===== src/rtl/mem_port_controller.sv =====
`timescale 1ns/1ps
`default_nettype none
// ============================================================================
//  mem_port_controller
//  Time-multiplexes one asynchronous 16-bit SRAM between a read/write data
//  port (A) and an instruction fetch port (B). Each request runs an optional
//  A access followed by a B fetch, then pulses done for one cycle.
//  Revision: 1.0  initial release
// ============================================================================
module mem_port_controller #(
  parameter int ACCESS_CYCLES = 2,   // strobe length in cycles, 1..15
  parameter int ADDR_W        = 18   // SRAM address width, >= 16
) (
  input  logic              clk,
  input  logic              rst,            // asynchronous, active low
  input  logic              req,
  input  logic [15:0]       Aaddr,
  input  logic [15:0]       Baddr,
  input  logic [15:0]       dataWrite,
  input  logic [1:0]        rw,
  output logic [15:0]       AmemRead,
  output logic [15:0]       BmemRead,
  output logic              busy,
  output logic              done,
  output logic [ADDR_W-1:0] sram_addr,
  output logic [15:0]       sram_data_out,
  input  logic [15:0]       sram_data_in,
  output logic              sram_data_oe,
  output logic              sram_ce_n,
  output logic              sram_oe_n,
  output logic              sram_we_n
);

  typedef enum logic [2:0] {
    IDLE     = 3'd0,
    A_SETUP  = 3'd1,
    A_STROBE = 3'd2,
    A_HOLD   = 3'd3,
    B_STROBE = 3'd4,
    DONE     = 3'd5
  } state_t;

  localparam logic [3:0] LAST_CNT = 4'(ACCESS_CYCLES - 1);

  state_t      state, state_nxt;
  logic [3:0]  cnt, cnt_nxt;
  logic        last;

  // Request fields captured on acceptance
  logic [15:0] a_addr, b_addr, wr_data;
  logic        op_write;
  logic [15:0] a_addr_nxt, b_addr_nxt, wr_data_nxt;
  logic        op_write_nxt;
  logic        capture;

  // Registered SRAM/handshake outputs are decoded from the next state so the
  // strobes come straight out of flops and cannot glitch.
  logic [ADDR_W-1:0] addr_nxt;
  logic [15:0]       dout_nxt;
  logic              doe_nxt, ce_nxt, oe_nxt, we_nxt;

  assign last = (cnt == LAST_CNT);

  // State and strobe-counter register
  always_ff @(posedge clk or negedge rst) begin
    if (!rst) begin
      state <= IDLE;
      cnt   <= 4'd0;
    end else begin
      state <= state_nxt;
      cnt   <= cnt_nxt;
    end
  end

  // Next-state logic; a request is only accepted while IDLE
  always_comb begin
    state_nxt = state;
    cnt_nxt   = cnt;
    capture   = 1'b0;
    case (state)
      IDLE: begin
        if (req) begin
          capture = 1'b1;
          cnt_nxt = 4'd0;
          case (rw)
            2'b01:   state_nxt = A_STROBE;
            2'b10:   state_nxt = A_SETUP;
            default: state_nxt = B_STROBE;   // 00 idle, 11 reserved
          endcase
        end
      end
      A_SETUP: state_nxt = A_STROBE;
      A_STROBE: begin
        if (last) begin
          cnt_nxt   = 4'd0;
          state_nxt = op_write ? A_HOLD : B_STROBE;
        end else begin
          cnt_nxt = cnt + 4'd1;
        end
      end
      A_HOLD: state_nxt = B_STROBE;
      B_STROBE: begin
        if (last) begin
          cnt_nxt   = 4'd0;
          state_nxt = DONE;
        end else begin
          cnt_nxt = cnt + 4'd1;
        end
      end
      DONE:    state_nxt = IDLE;
      default: state_nxt = IDLE;
    endcase
  end

  // Values the request fields will hold next cycle
  always_comb begin
    a_addr_nxt   = capture ? Aaddr            : a_addr;
    b_addr_nxt   = capture ? Baddr            : b_addr;
    wr_data_nxt  = capture ? dataWrite        : wr_data;
    op_write_nxt = capture ? (rw == 2'b10)    : op_write;
  end

  // SRAM pin values for the upcoming state; data_oe and oe_n never overlap
  always_comb begin
    addr_nxt = '0;
    dout_nxt = 16'd0;
    doe_nxt  = 1'b0;
    ce_nxt   = 1'b1;
    oe_nxt   = 1'b1;
    we_nxt   = 1'b1;
    case (state_nxt)
      A_SETUP, A_HOLD: begin
        ce_nxt   = 1'b0;
        doe_nxt  = 1'b1;
        addr_nxt = ADDR_W'(a_addr_nxt);
        dout_nxt = wr_data_nxt;
      end
      A_STROBE: begin
        ce_nxt   = 1'b0;
        addr_nxt = ADDR_W'(a_addr_nxt);
        if (op_write_nxt) begin
          we_nxt   = 1'b0;
          doe_nxt  = 1'b1;
          dout_nxt = wr_data_nxt;
        end else begin
          oe_nxt   = 1'b0;
        end
      end
      B_STROBE: begin
        ce_nxt   = 1'b0;
        oe_nxt   = 1'b0;
        addr_nxt = ADDR_W'(b_addr_nxt);
      end
      default: ;
    endcase
  end

  // Request capture registers
  always_ff @(posedge clk or negedge rst) begin
    if (!rst) begin
      a_addr   <= 16'd0;
      b_addr   <= 16'd0;
      wr_data  <= 16'd0;
      op_write <= 1'b0;
    end else begin
      a_addr   <= a_addr_nxt;
      b_addr   <= b_addr_nxt;
      wr_data  <= wr_data_nxt;
      op_write <= op_write_nxt;
    end
  end

  // Output flops; reset drops every strobe at once, even mid-access
  always_ff @(posedge clk or negedge rst) begin
    if (!rst) begin
      sram_addr     <= '0;
      sram_data_out <= 16'd0;
      sram_data_oe  <= 1'b0;
      sram_ce_n     <= 1'b1;
      sram_oe_n     <= 1'b1;
      sram_we_n     <= 1'b1;
      busy          <= 1'b0;
      done          <= 1'b0;
    end else begin
      sram_addr     <= addr_nxt;
      sram_data_out <= dout_nxt;
      sram_data_oe  <= doe_nxt;
      sram_ce_n     <= ce_nxt;
      sram_oe_n     <= oe_nxt;
      sram_we_n     <= we_nxt;
      busy          <= (state_nxt != IDLE);
      done          <= (state_nxt == DONE);
    end
  end

  // Read data capture at the end of the final strobe cycle of each read
  always_ff @(posedge clk or negedge rst) begin
    if (!rst) begin
      AmemRead <= 16'd0;
      BmemRead <= 16'd0;
    end else begin
      if (state == A_STROBE && !op_write && last) AmemRead <= sram_data_in;
      if (state == B_STROBE && last)              BmemRead <= sram_data_in;
    end
  end

endmodule
`default_nettype wire


===== config.mk =====
export PLATFORM = sky130hd
export DESIGN_NAME = mem_port_controller
export DESIGN_NICKNAME = d
export VERILOG_FILES = /design/src/rtl/mem_port_controller.sv
export SDC_FILE = /design/constraint.sdc
export NUM_CORES = 1
export LEC_CHECK = 0
export ABC_AREA = 1
export BUFFER_PORTS_ARGS = -buffer_cell sky130_fd_sc_hd__buf_2
export CAP_MARGIN = 20
export CORE_MARGIN = 4
export CORE_UTILIZATION = 57
export DETAILED_ROUTE_END_ITERATION = 8
export GPL_ROUTABILITY_DRIVEN = 0
export PLACE_DENSITY = 0.85
export SETUP_SLACK_MARGIN = 0.3
export SYNTH_ARGS = -nofsm -noshare
export SYNTH_HDL_FRONTEND = slang
export SYNTH_SLANG_ARGS = --single-unit

===== constraint.sdc =====
create_clock -name clk -period 4.11 [get_ports clk]
set_clock_uncertainty 0.1 [all_clocks]
set_input_delay 0.822 -clock clk [delete_from_list [all_inputs] [get_ports clk]]
set_output_delay 0.822 -clock clk [all_outputs]
set_load 0.05 [all_outputs]

Yosys cells after proc, flatten, opt, wreduce, memory -nomap -nowiden
Cells that the tools add are included.

Eq/ne operators: 13. $add $sub $neg: 1. Reduce and logical (&&, ||, !) cells: 12. Muxes and demuxes: 24.

Operators with widths (number): two-way mux 16 bit (4); case mux 16 bit (2 select lines) (2); case mux 3 bit (5 select lines) (1); == test 3 x 2 -> 1 bit (second input constant) (4); two-way mux 3 bit (4); == test 3 bit (second input constant) (3); two-way mux 4 bit (2); case mux 4 bit (2 select lines) (1); two-way mux 1 bit (7); == test 3 x 1 -> 1 bit (second input constant) (2); case mux 3 bit (2 select lines) (1); adder 4 x 1 -> 4 bit (second input constant) (1); == test 4 x 1 -> 1 bit (second input constant) (1); case mux 1 bit (2 select lines) (2); OR reduction 2 bit (2); OR reduction 4 bit (1); logical AND 1 bit (3); logical NOT 3 bit (1); nonzero test 3 bit (1); OR reduction 3 bit (1); == test 2 x 1 -> 1 bit (second input constant) (1); == test 2 bit (second input constant) (1); != test 2 bit (second input constant) (1); AND reduction 2 bit (1); 2 further kinds (2).

Word-level logic and storage cells: 66. Register bits: 128.

Longest topological paths before layout
Gate-level depths: netlist of the first run.

Word-level depth: 7. Mapped depth: 12.

Least setup slack after synthesis of the first run
No wires, ideal clock.

Path kind: input -> register. Start point: input rw[0]. End point: register sram_data_out[0]. Cell stages on the path: 12. Data required time: 3.945 ns. Arrival time: 1.926 ns. Slack: 2.019 ns. Cells stage by stage: inv_1 -> ha_1 -> inv_1 -> nand2_1 -> nand2_1 -> nor2_1 -> nor2_4 -> nand2_4 -> nor2_4 -> buf_4 -> nand2_1 -> nand2_1.

Cells in the longest elaborated chain, start to end: 7.

RTL lines: start: declaration (line 20) `input logic [1:0] rw,`; == test 2 bit / == test 2 x 1 -> 1 bit (equally long branches) (line 85) `case (rw)`; case mux 3 bit (2 select lines) * (line 85); two-way mux 3 bit * (line 82) `if (req) begin`; case mux 3 bit (5 select lines) * (line 80) `case (state)`; net state_nxt[2] (line 45) `state_t state, state_nxt;`; == test 3 x 1 -> 1 bit / == test 3 x 2 -> 1 bit (equally long branches) (line 131) `case (state_nxt)`; OR reduction 2 bit (line 131); case mux 16 bit (2 select lines) * (line 131); net dout_nxt[0] (line 59) `logic [15:0] dout_nxt;`; end signal: assignment (line 186) `sram_data_out <= dout_nxt;`; end: declaration (line 26) `output logic [15:0] sram_data_out,`.

Mark *: on every way through the listed nets, which the timed path passes. The rest lies on a longest branch. A chain may end at the register's enable or synchronous reset.

Worst setup path in the final report of the first run
Start point: register cnt[0]. End point: register sram_addr[5].

Cells in the longest elaborated chain, start to end: 6.

RTL lines: start: declaration (line 46) `logic [3:0] cnt, cnt_nxt;`; start signal: assignment (line 71) `cnt <= cnt_nxt;`; == test 4 x 1 -> 1 bit * (line 62) `assign last = (cnt == LAST_CNT);`; two-way mux 3 bit, on equally long branches (line 103, 94); case mux 3 bit (5 select lines) * (line 80); == test 3 x 2 -> 1 bit / == test 3 x 1 -> 1 bit (equally long branches) (line 131); OR reduction 3 bit (no line); case mux 16 bit (2 select lines) * (line 131); net addr_nxt[5] (line 58) `logic [ADDR_W-1:0] addr_nxt;`; end signal: assignment (line 185) `sram_addr <= addr_nxt;`; end: declaration (line 25) `output logic [ADDR_W-1:0] sram_addr,`.

Marks and branches as above.

==> out/metrics.cfg, run 1 <==
[layout]
final_nets=802
final_area_um2=6580
antenna-diode-count=0
layout_commonest_cell=nand2_1
fin_util_pct=71.9
multi_input_area_um2=1720
layout_common_cells=nand2_1, buf_2, dfrtp_1
register_area_um2=3160
drive_gt1_share_pct=27.2
area_delta_synth_final_pct=23.6
fill_cells=662

[yosys]
synth.top_cells.by_area=dfrtp_1, nand2_1, nand3_1
yosys.area.top_type=dfrtp_1
syn_avg_cell_area_um2=8.92
yosysUniqueCellTypes=26
syn_area_um2=5320
synth-seq-area-share_pct=59.3
netlist.area_leader.share_pct=57.8
synth-seq-cells=126
netlist_instances=597
synth_warnings=0

[sta]
hold_viol=0
finalSetupTns_ns=0
fmax_mhz=383
maxSlewViolCount=0
rsz0062_at_grt=false
finalSetupViolCount=0
max_slew_margin_pct=46.1
period_minus_slack_ns=2.61
period_share_pct=63.6
finalWorstSetupSlack_ns=1.50
tightest_slew_ns=0.809

[clock_network]
h-tree-depth=4
ctsResizeCount=0
clockBufferDepth=2
ctsHoldBuffers=0
cts-buffers-inserted=17
post_cts.repair.setup_buffers=0
cts_tree=done
clkLatencyLatePin_ns=0.51
ctsRootBufferMaster=clkbuf_8
cts_sinks=126
clk_pin_slew_ns=0.06

[power_and_ir_drop]
power.internal_mw=3.34
seq_power_share_pct=31.3
power.density_nw_per_um2=975
clock_power_share_pct=22.5
vdd_drop_max_v=0.000707
p_sw_mw=3.08
p_comb_share_pct=46.1
sw_frac_of_total_pct=48.0
p_leak_nw=3.80

[placement]
dpl-instance-area_um2=6000
dp_worst_setup_slack_ns=1.38
place_hpwl_um=7960
numPortBuffers=138

[global_route]
grt_start_max_net_pins=65
grtUsageTotal_pct=22.9
grt_overflow_total=0
grt_pass1_wl_um=20400
antenna_found_initial=1
grt_pass1_vias=4380

[critical_path]
r2r_setup_slack_ns=1.50
crit_fanout=40
crit_slowest_cell=nor2_8
arrival_ns=2.91
startpoint_type=register
critical_path_class=register to register
endpoint_kind=register
cp_top_family=simple AND/OR/NAND/NOR gates
cp_data_required_time_ns=4.41
critical_path_buf_inv_count=0
crit_chain=ha_1 -> nand2_1 -> nor2_1 -> nand2_4 -> nand2_2 -> nor2_8 -> nand2_2 -> nand3_1 -> nand2_1
slowest_delay_ns=0.49

[die]
core_area_um2=9150
start_util_pct=58.2
rows=35
die_h_um=105
die_w_um=105
dieArea_um2=11000
io_pins=141

[detailed_routing]
drt-pass1-iter-count=5
vias=4384
initialDrtViolationCount=238
ant_nets=0
routed_wl_um=12100
routedWlPerCell_um=14.2
vias_per_cell=5.14
drt_drc_violations_left=0

[job]
cap_violations=0

[status]
status=finished, final reports clean

[worst_hold_path]
hold_class=primary input to asynchronous set/reset pin

-- worst paths after layout --
| path | startpoint | end | cells past startpoint |
|---|---|---|---|
| setup / recovery | cnt[0]$_DFFE_PN0P_ | sram_addr[5]$_DFF_PN0_ | 9 |
| hold / removal | rst | wr_data[3]$_DFF_PN0_ | 1 |
| setup reg to reg | cnt[0]$_DFFE_PN0P_ | sram_addr[5]$_DFF_PN0_ | 9 |
| hold reg to reg | b_addr[11]$_DFF_PN0_ | b_addr[11]$_DFF_PN0_ | 2 |
| max in group asynchronous | rst | sram_ce_n$_DFF_PN1_ | 2 |
| min in group clk | b_addr[11]$_DFF_PN0_ | b_addr[11]$_DFF_PN0_ | 2 |
-- worst reg2reg max path: stages (launching register included) --
cell,delay (ns)
dfrtp_1,0.44
ha_1,0.25
nand2_1,0.08
nor2_1,0.07
nand2_4,0.26
nand2_2,0.15
nor2_8,0.49
nand2_2,0.40
nand3_1,0.21
nand2_1,0.07
-- cell type report --
type                       count  area share [%]
timing repair buffer         141            11.1
multi-input combinational    374            26.1
clock inverter                14            2.41
clock buffer                  18            6.35
inverter                      69            3.94
sequential                   126            48.0
tap                          111            2.11
-- power by group through the flow --
stage | Sequential, mW | Clock [mW] | Combinational [mW]
5_1_grt | 2.07 | 1.53 | 3.24
3_3_place_gp | 2.00 | 0 | 2.86
4_1_cts | 2.01 | 1.46 | 2.97
3_5_place_dp | 2.02 | 0 | 2.95
6_report | 2.01 | 1.45 | 2.96
2_1_floorplan | 2.98 | 0 | 1.37
-- synthesized netlist by cell type (all sizes together) --
library cell	number
buf	23
clkbuf	6
conb	1
dfrtp	123
dfstp	3
ha	4
inv	69
nand2	221
nand3	59
nand4	4
nor2	29
nor3	1
o21ai	51
o22ai	1
xor2	2
-- registers in the layout, summed over array words and instances, names as in the netlist, 3 cells and up --
| register | flops |
|---|---|
| state | 3 |
| AmemRead | 16 |
| sram_addr | 16 |
| sram_data_out | 16 |
| wr_data | 16 |
| cnt | 4 |
| BmemRead | 16 |
| b_addr | 16 |
| a_addr | 16 |
-- per-stage QoR --
stage	power [mW]	cells	hold slack, ns
CTS	6.45	853	0.322
global placement	4.86	821	0.358
detailed placement	4.97	821	0.362
global route	6.83	853	0.353
finish	6.42	853	0.297
floorplan	4.35	598	0.345
-- kinds of logic (layout without fill, tap and decap cells) --
logic type	after synthesis	in the layout	synth area share, %
buf+inv	98	242	8.46
flops	126	126	59.3
other cells	1	2	0.0704
compound gates	52	52	4.91
fa+ha+maj	4	4	0.940
xor+xnor	2	2	0.329
simple gates	314	314	26.0
-- layer usage --
metal | up-vias | global-route usage (%) | routed length, um | share of wire (%)
li1 | 2109 | - | - | -
met1 | 2058 | 30.7 | 5120 | 42
met2 | 189 | 35.9 | 5770 | 48
met3 | 26 | 6.55 | 1030 | 8.5
met4 | 2 | 8.43 | 191 | 1.6
met5 | - | 0 | 7 | 0.058
Note: power is estimated with default switching activity, not from simulation.
==> run 2, diff against run 1 <==
Settings changed: CORE_UTILIZATION 57 to 53, PLACE_DENSITY 0.85 to 0.8.
Clock period 4.11 ns to 2.6 ns, I/O delays scaled along.
==> out/metrics.cfg, run 2 (synthesis gave the netlist of run 1 again) <==
[status]
status=finished, final reports clean

[power_and_ir_drop]
power.internal_mw=5.72  ; +71%
total_power_mw=10.6  ; +65%
vdd_drop_max_v=0.00101  ; +44%
sw_frac_of_total_pct=46.0  ; -1.9 points
seq_power_share_pct=30.1  ; -1.2 points
p_sw_mw=4.88  ; +58%
p_leak_nw=3.87  ; +1.8%
power.density_nw_per_um2=1570  ; +61%
clock_power_share_pct=24.7  ; +2.2 points
p_comb_share_pct=45.3  ; -0.8 points

[clock_network]
post_cts.repair.setup_buffers=0  ; unchanged
cts_sinks=126  ; unchanged
clk_pin_slew_ns=0.06  ; about the same
clockBufferDepth=2  ; unchanged
cts-buffers-inserted=17  ; unchanged
ctsRootBufferMaster=clkbuf_8
cts_tree=done
h-tree-depth=4  ; unchanged
clkLatencyLatePin_ns=0.52  ; about the same

[detailed_routing]
met2_wirelength_um=6350  ; +10%
ant_nets=0  ; unchanged
vias_per_cell=5.04  ; -2.0%
routed_wl_um=13100  ; +8.1%
routedWlPerCell_um=14.9  ; +4.8%
initialDrtViolationCount=306  ; +29%
wl_met3_um=1160  ; +12%
drt_drc_violations_left=0  ; unchanged
drt-pass1-iter-count=5  ; unchanged
wl_met1_um=5380  ; +5.2%
highest_layer=met5
vias=4434  ; +1.1%

[placement]
place_hpwl_um=8290  ; +4.1%
numPortBuffers=138  ; unchanged
dp_cells=847  ; +3.2%

[layout]
antenna-diode-count=0  ; unchanged
layout_common_cells=nand2_1, buf_2, dfrtp_1
fill_cells=739  ; +12%
layout_commonest_cell=nand2_1
drive_gt1_share_pct=27.3  ; +0.086 points
area_delta_synth_final_pct=26.5
multi_input_area_um2=1730  ; +0.44%
instances_no_fill=880  ; +3.2%
final_nets=807  ; +0.62%
register_area_um2=3160  ; unchanged

[die]
rows=36  ; +2.9%
core_area_um2=9770  ; +6.8%
die_h_um=108  ; +3.4%
die_w_um=108  ; +3.4%
dieArea_um2=11700  ; +7.0%
io_pins=141  ; unchanged
start_util_pct=54.5  ; -3.7 points

[sta]
maxSlewViolCount=0  ; unchanged
finalSetupViolCount=0  ; unchanged
fmax_mhz=468  ; +22%
hold_viol=0  ; unchanged
period_minus_slack_ns=2.14  ; -0.475 ns
period_share_pct=82.2  ; +19 points
rsz0062_at_grt=true
finalSetupTns_ns=0  ; unchanged

[worst_hold_path]
hold_class=primary input to register

[critical_path]
slowest_delay_ns=0.38  ; -0.11 ns
startpoint_type=register
endpoint_kind=register
cp_data_required_time_ns=2.90  ; -1.51 ns
crit_fanout=25  ; -38%
arrival_ns=2.43  ; -0.48 ns
critical_path_class=register to register
crit_slowest_cell=dfrtp_1
critical_path_buf_inv_count=1  ; +1
cp_top_family=simple AND/OR/NAND/NOR gates
crit_chain=inv_1 -> ha_1 -> nand2_1 -> nor2_1 -> nand2_4 -> nand2_2 -> nor2_8 -> nand2_2 -> nand3_1 -> nand2_1

[global_route]
grt_pass1_wl_um=21300  ; +4.3%
grt_start_max_net_pins=64  ; -1.5%
grt_pass1_vias=4464  ; +1.9%
grt_overflow_total=0  ; unchanged
antenna_found_initial=1  ; unchanged
grtUsageTotal_pct=23.6  ; +0.72 points

[job]
cap_violations=0  ; unchanged

-- run 2: cell count changes in the layout (fill, tap and decap cells not counted), moves of 2 or more --
cell and change:
clkbuf_1 +2, bufinv_16 +4, inv_2 -2, buf_4 +4
inv_6 -4, clkinv_2 +3, clkinvlp_4 -3
-- run 2: worst paths after layout --
kind / end / cells after the start / start / slack [ns]
min: a_addr[5]$_DFF_PN0_ / 3 / Aaddr[5] / 0.13
max in group asynchronous: sram_ce_n$_DFF_PN1_ / 3 / rst / 1.20
min reg2reg: BmemRead[9]$_DFFE_PN0P_ / 2 / BmemRead[9]$_DFFE_PN0P_ / 0.38
max: sram_addr[2]$_DFF_PN0_ / 10 / cnt[1]$_DFFE_PN0P_ / 0.46
max reg2reg: sram_addr[2]$_DFF_PN0_ / 10 / cnt[1]$_DFFE_PN0P_ / 0.46
min in group asynchronous: wr_data[12]$_DFF_PN0_ / 2 / rst / 0.41
-- run 2: power groups by stage --
stage          Combinational (mW)  Sequential (mW)  Clock, mW
6_report                     4.80             3.19       2.61
5_1_grt                      5.23             3.28       2.74
4_1_cts                      4.80             3.19       2.64
3_5_place_dp                 4.73             3.19          0
3_3_place_gp                 4.57             3.17          0
2_1_floorplan                2.17             4.71          0
-- run 2: worst min-delay path, cell delays in order --
cell     delay, ns
buf_2         0.07
nand2_1       0.04
nand2_1       0.07
-- run 2: stage by stage --
step                cell area [um2]  util (%)  worst slack (ns)  hold WS, ns
floorplan                      5330         -             0.811        0.124
global placement               6060      62.0             0.453        0.359
detailed placement             6060      62.0             0.391        0.363
CTS                            6720      68.8             0.356        0.110
global route                   6730      68.9             0.286        0.117
finish                         6730      68.9             0.463        0.127
-- run 2: what timing repair did --
| action | in CTS | in global routing |
|---|---|---|
| hold endpoints to repair | 33 | 0 |
| endpoints found under the setup margin | 0 | 33 |
| hold buffers | 1 | 0 |
| gates resized for setup | 0 | 4 |
-- run 2: final cells by class --
| type | count | share of cell area (%) |
|---|---|---|
| clock buffers | 21 | 6.52 |
| clock inverters | 11 | 3.14 |
| inverters | 69 | 3.90 |
| multi-input cells | 374 | 25.7 |
| flip-flops and latches | 126 | 46.9 |
| well taps | 133 | 2.47 |
| repair buffers | 146 | 11.4 |
-- run 2: routing by layer --
layer	vias up	track usage, %
met5	-	0
met4	2	7.94
met3	22	7.70
met2	191	37.4
met1	2107	31.0
li1	2112	-
==> run 3, diff against run 2 <==
Clock period 2.6 ns to 2.11 ns, I/O delays scaled along.
==> out/metrics.cfg, run 3 (synthesis gave the netlist of run 1 again) <==
[status]
status=finished, final reports clean

[detailed_routing]
wl_met3_um=1180  ; +2.4%
routed_wl_um=13000  ; -0.90%
wl_met1_um=5530  ; +2.7%
drt-pass1-iter-count=5  ; unchanged
vias_per_cell=5.05  ; +0.29%
drt_drc_violations_left=0  ; unchanged
initialDrtViolationCount=293  ; -4.2%
routedWlPerCell_um=14.4  ; -3.3%
ant_nets=0  ; unchanged
highest_layer=met4
met2_wirelength_um=6140  ; -3.3%
vias=4558  ; +2.8%

[critical_path]
critical_path_buf_inv_count=1  ; unchanged
crit_slowest_cell=dfstp_2
cp_top_family=flip-flops
critical_path_class=register to output pin
cp_data_required_time_ns=1.59  ; -1.31 ns
crit_chain=buf_4
arrival_ns=1.24  ; -1.19 ns
endpoint_kind=output pin
startpoint_type=register
slowest_delay_ns=0.53  ; +0.15 ns
crit_fanout=1  ; -96%

[global_route]
grtUsageTotal_pct=22.1  ; -1.6 points
grt_pass1_wl_um=20200  ; -4.9%
grt_start_max_net_pins=41  ; -36%
antenna_found_initial=0  ; -1
grt_overflow_total=0  ; unchanged
grt_pass1_vias=4472  ; +0.18%

[die]
core_area_um2=9770  ; unchanged
rows=36  ; unchanged
die_h_um=108  ; unchanged
die_w_um=108  ; unchanged
start_util_pct=54.5  ; unchanged
io_pins=141  ; unchanged
dieArea_um2=11700  ; unchanged

[sta]
period_share_pct=83.5
hold_slack_ns=0.0304  ; -0.0964 ns
finalSetupViolCount=0  ; unchanged
maxSlewViolCount=0  ; unchanged
rsz0062_at_grt=false
finalSetupTns_ns=0  ; unchanged
period_minus_slack_ns=1.76
fmax_mhz=568
hold_viol=0  ; unchanged

[layout]
layout_commonest_cell=nand2_1
antenna-diode-count=0  ; unchanged
instances_no_fill=902  ; +2.5%
layout_common_cells=nand2_1, buf_2, dfrtp_1
drive_gt1_share_pct=30.6  ; +3.2 points
fill_cells=698  ; -5.5%
final_nets=829  ; +2.7%
fin_util_pct=72.0  ; +3.1 points
area_delta_synth_final_pct=32.1

[job]
cap_violations=0  ; unchanged

[clock_network]
clockBufferDepth=2  ; unchanged
h-tree-depth=4  ; unchanged
clkLatencyLatePin_ns=0.51  ; about the same
cts-buffers-inserted=17  ; unchanged
ctsRootBufferMaster=clkbuf_8
cts_tree=done
clk_pin_slew_ns=0.06  ; about the same
cts_sinks=126  ; unchanged

[placement]
dp_cells=854  ; +0.83%
numPortBuffers=138  ; unchanged
place_hpwl_um=8420  ; +1.6%

[power_and_ir_drop]
p_leak_nw=4.01  ; +3.4%
vdd_drop_max_v=0.00121  ; +19%
p_comb_share_pct=49.1  ; +3.8 points
sw_frac_of_total_pct=46.1  ; about the same
seq_power_share_pct=29.2  ; -0.9 points
total_power_mw=13.5  ; +27%
p_sw_mw=6.20  ; +27%
clock_power_share_pct=21.8  ; -2.9 points
power.density_nw_per_um2=1910  ; +22%
power.internal_mw=7.25  ; +27%

[worst_hold_path]
hold_class=primary input to register

run 3: cell count changes in the layout (fill, tap and decap cells not counted), sizes merged:
cell	previous run	this run
clkinv	4	7
nand3	59	60
clkbuf	21	22
buf	145	163
bufinv	6	3
clkinvlp	1	3
run 3: path summary, 6_finish.rpt:
path / start / end / cells past startpoint / slack, ns
setup reg to reg: cnt[1]$_DFFE_PN0P_ / sram_data_out[4]$_DFF_PN0_ / 9 / 0.38
hold reg to reg: BmemRead[10]$_DFFE_PN0P_ / BmemRead[10]$_DFFE_PN0P_ / 2 / 0.38
setup / recovery: sram_we_n$_DFF_PN1_ / sram_we_n / 1 / 0.35
hold / removal: Aaddr[5] / a_addr[5]$_DFF_PN0_ / 3 / 0.03
min in group asynchronous: rst / sram_data_out[12]$_DFF_PN0_ / 2 / 0.23
max in group asynchronous: rst / b_addr[11]$_DFF_PN0_ / 3 / 1.02
run 3: area by class of cell:
type | instances | area, um2 | area share [%]
Sequential cell | 126 | 3160 | 44.9
Multi-Input combinational cell | 375 | 1770 | 25.2
Timing Repair Buffer | 167 | 1060 | 15.1
Clock buffer | 19 | 442 | 6.28
Inverter | 69 | 269 | 3.82
Tap cell | 133 | 166 | 2.37
Clock inverter | 13 | 163 | 2.31
run 3: what timing repair did:
item,4_1_cts,5_1_grt
hold buffers,1,0
buffers inserted,2,9
cloned,0,4
setup endpoints to repair,38,52
pin swaps,2,8
gates resized for setup,7,14
hold endpoints to repair,52,0
run 3: layer usage:
metal,GRT usage (%),vias up
li1,-,2167
met1,28.7,2175
met2,34.8,202
met3,7.70,14
met4,7.39,0
met5,0,-
run 3: power by group through the flow:
stage / Clock [mW] / Sequential [mW] / Combinational [mW]
final: 2.93 / 3.93 / 6.60
after global routing: 3.09 / 4.03 / 7.15
after CTS: 2.95 / 3.92 / 6.06
after detailed placement: 0 / 3.93 / 5.96
after global placement: 0 / 3.91 / 5.79
after floorplan: 0 / 5.80 / 2.68
run 3: per-stage QoR:
| stage | instance area (um2) | setup slack (ns) |
|---|---|---|
| finish | 7030 | 0.349 |
| global route | 7030 | 0.274 |
| CTS | 6810 | 0.309 |
| detailed placement | 6150 | 0.143 |
| global placement | 6150 | 0.188 |
| floorplan | 5330 | 0.419 |
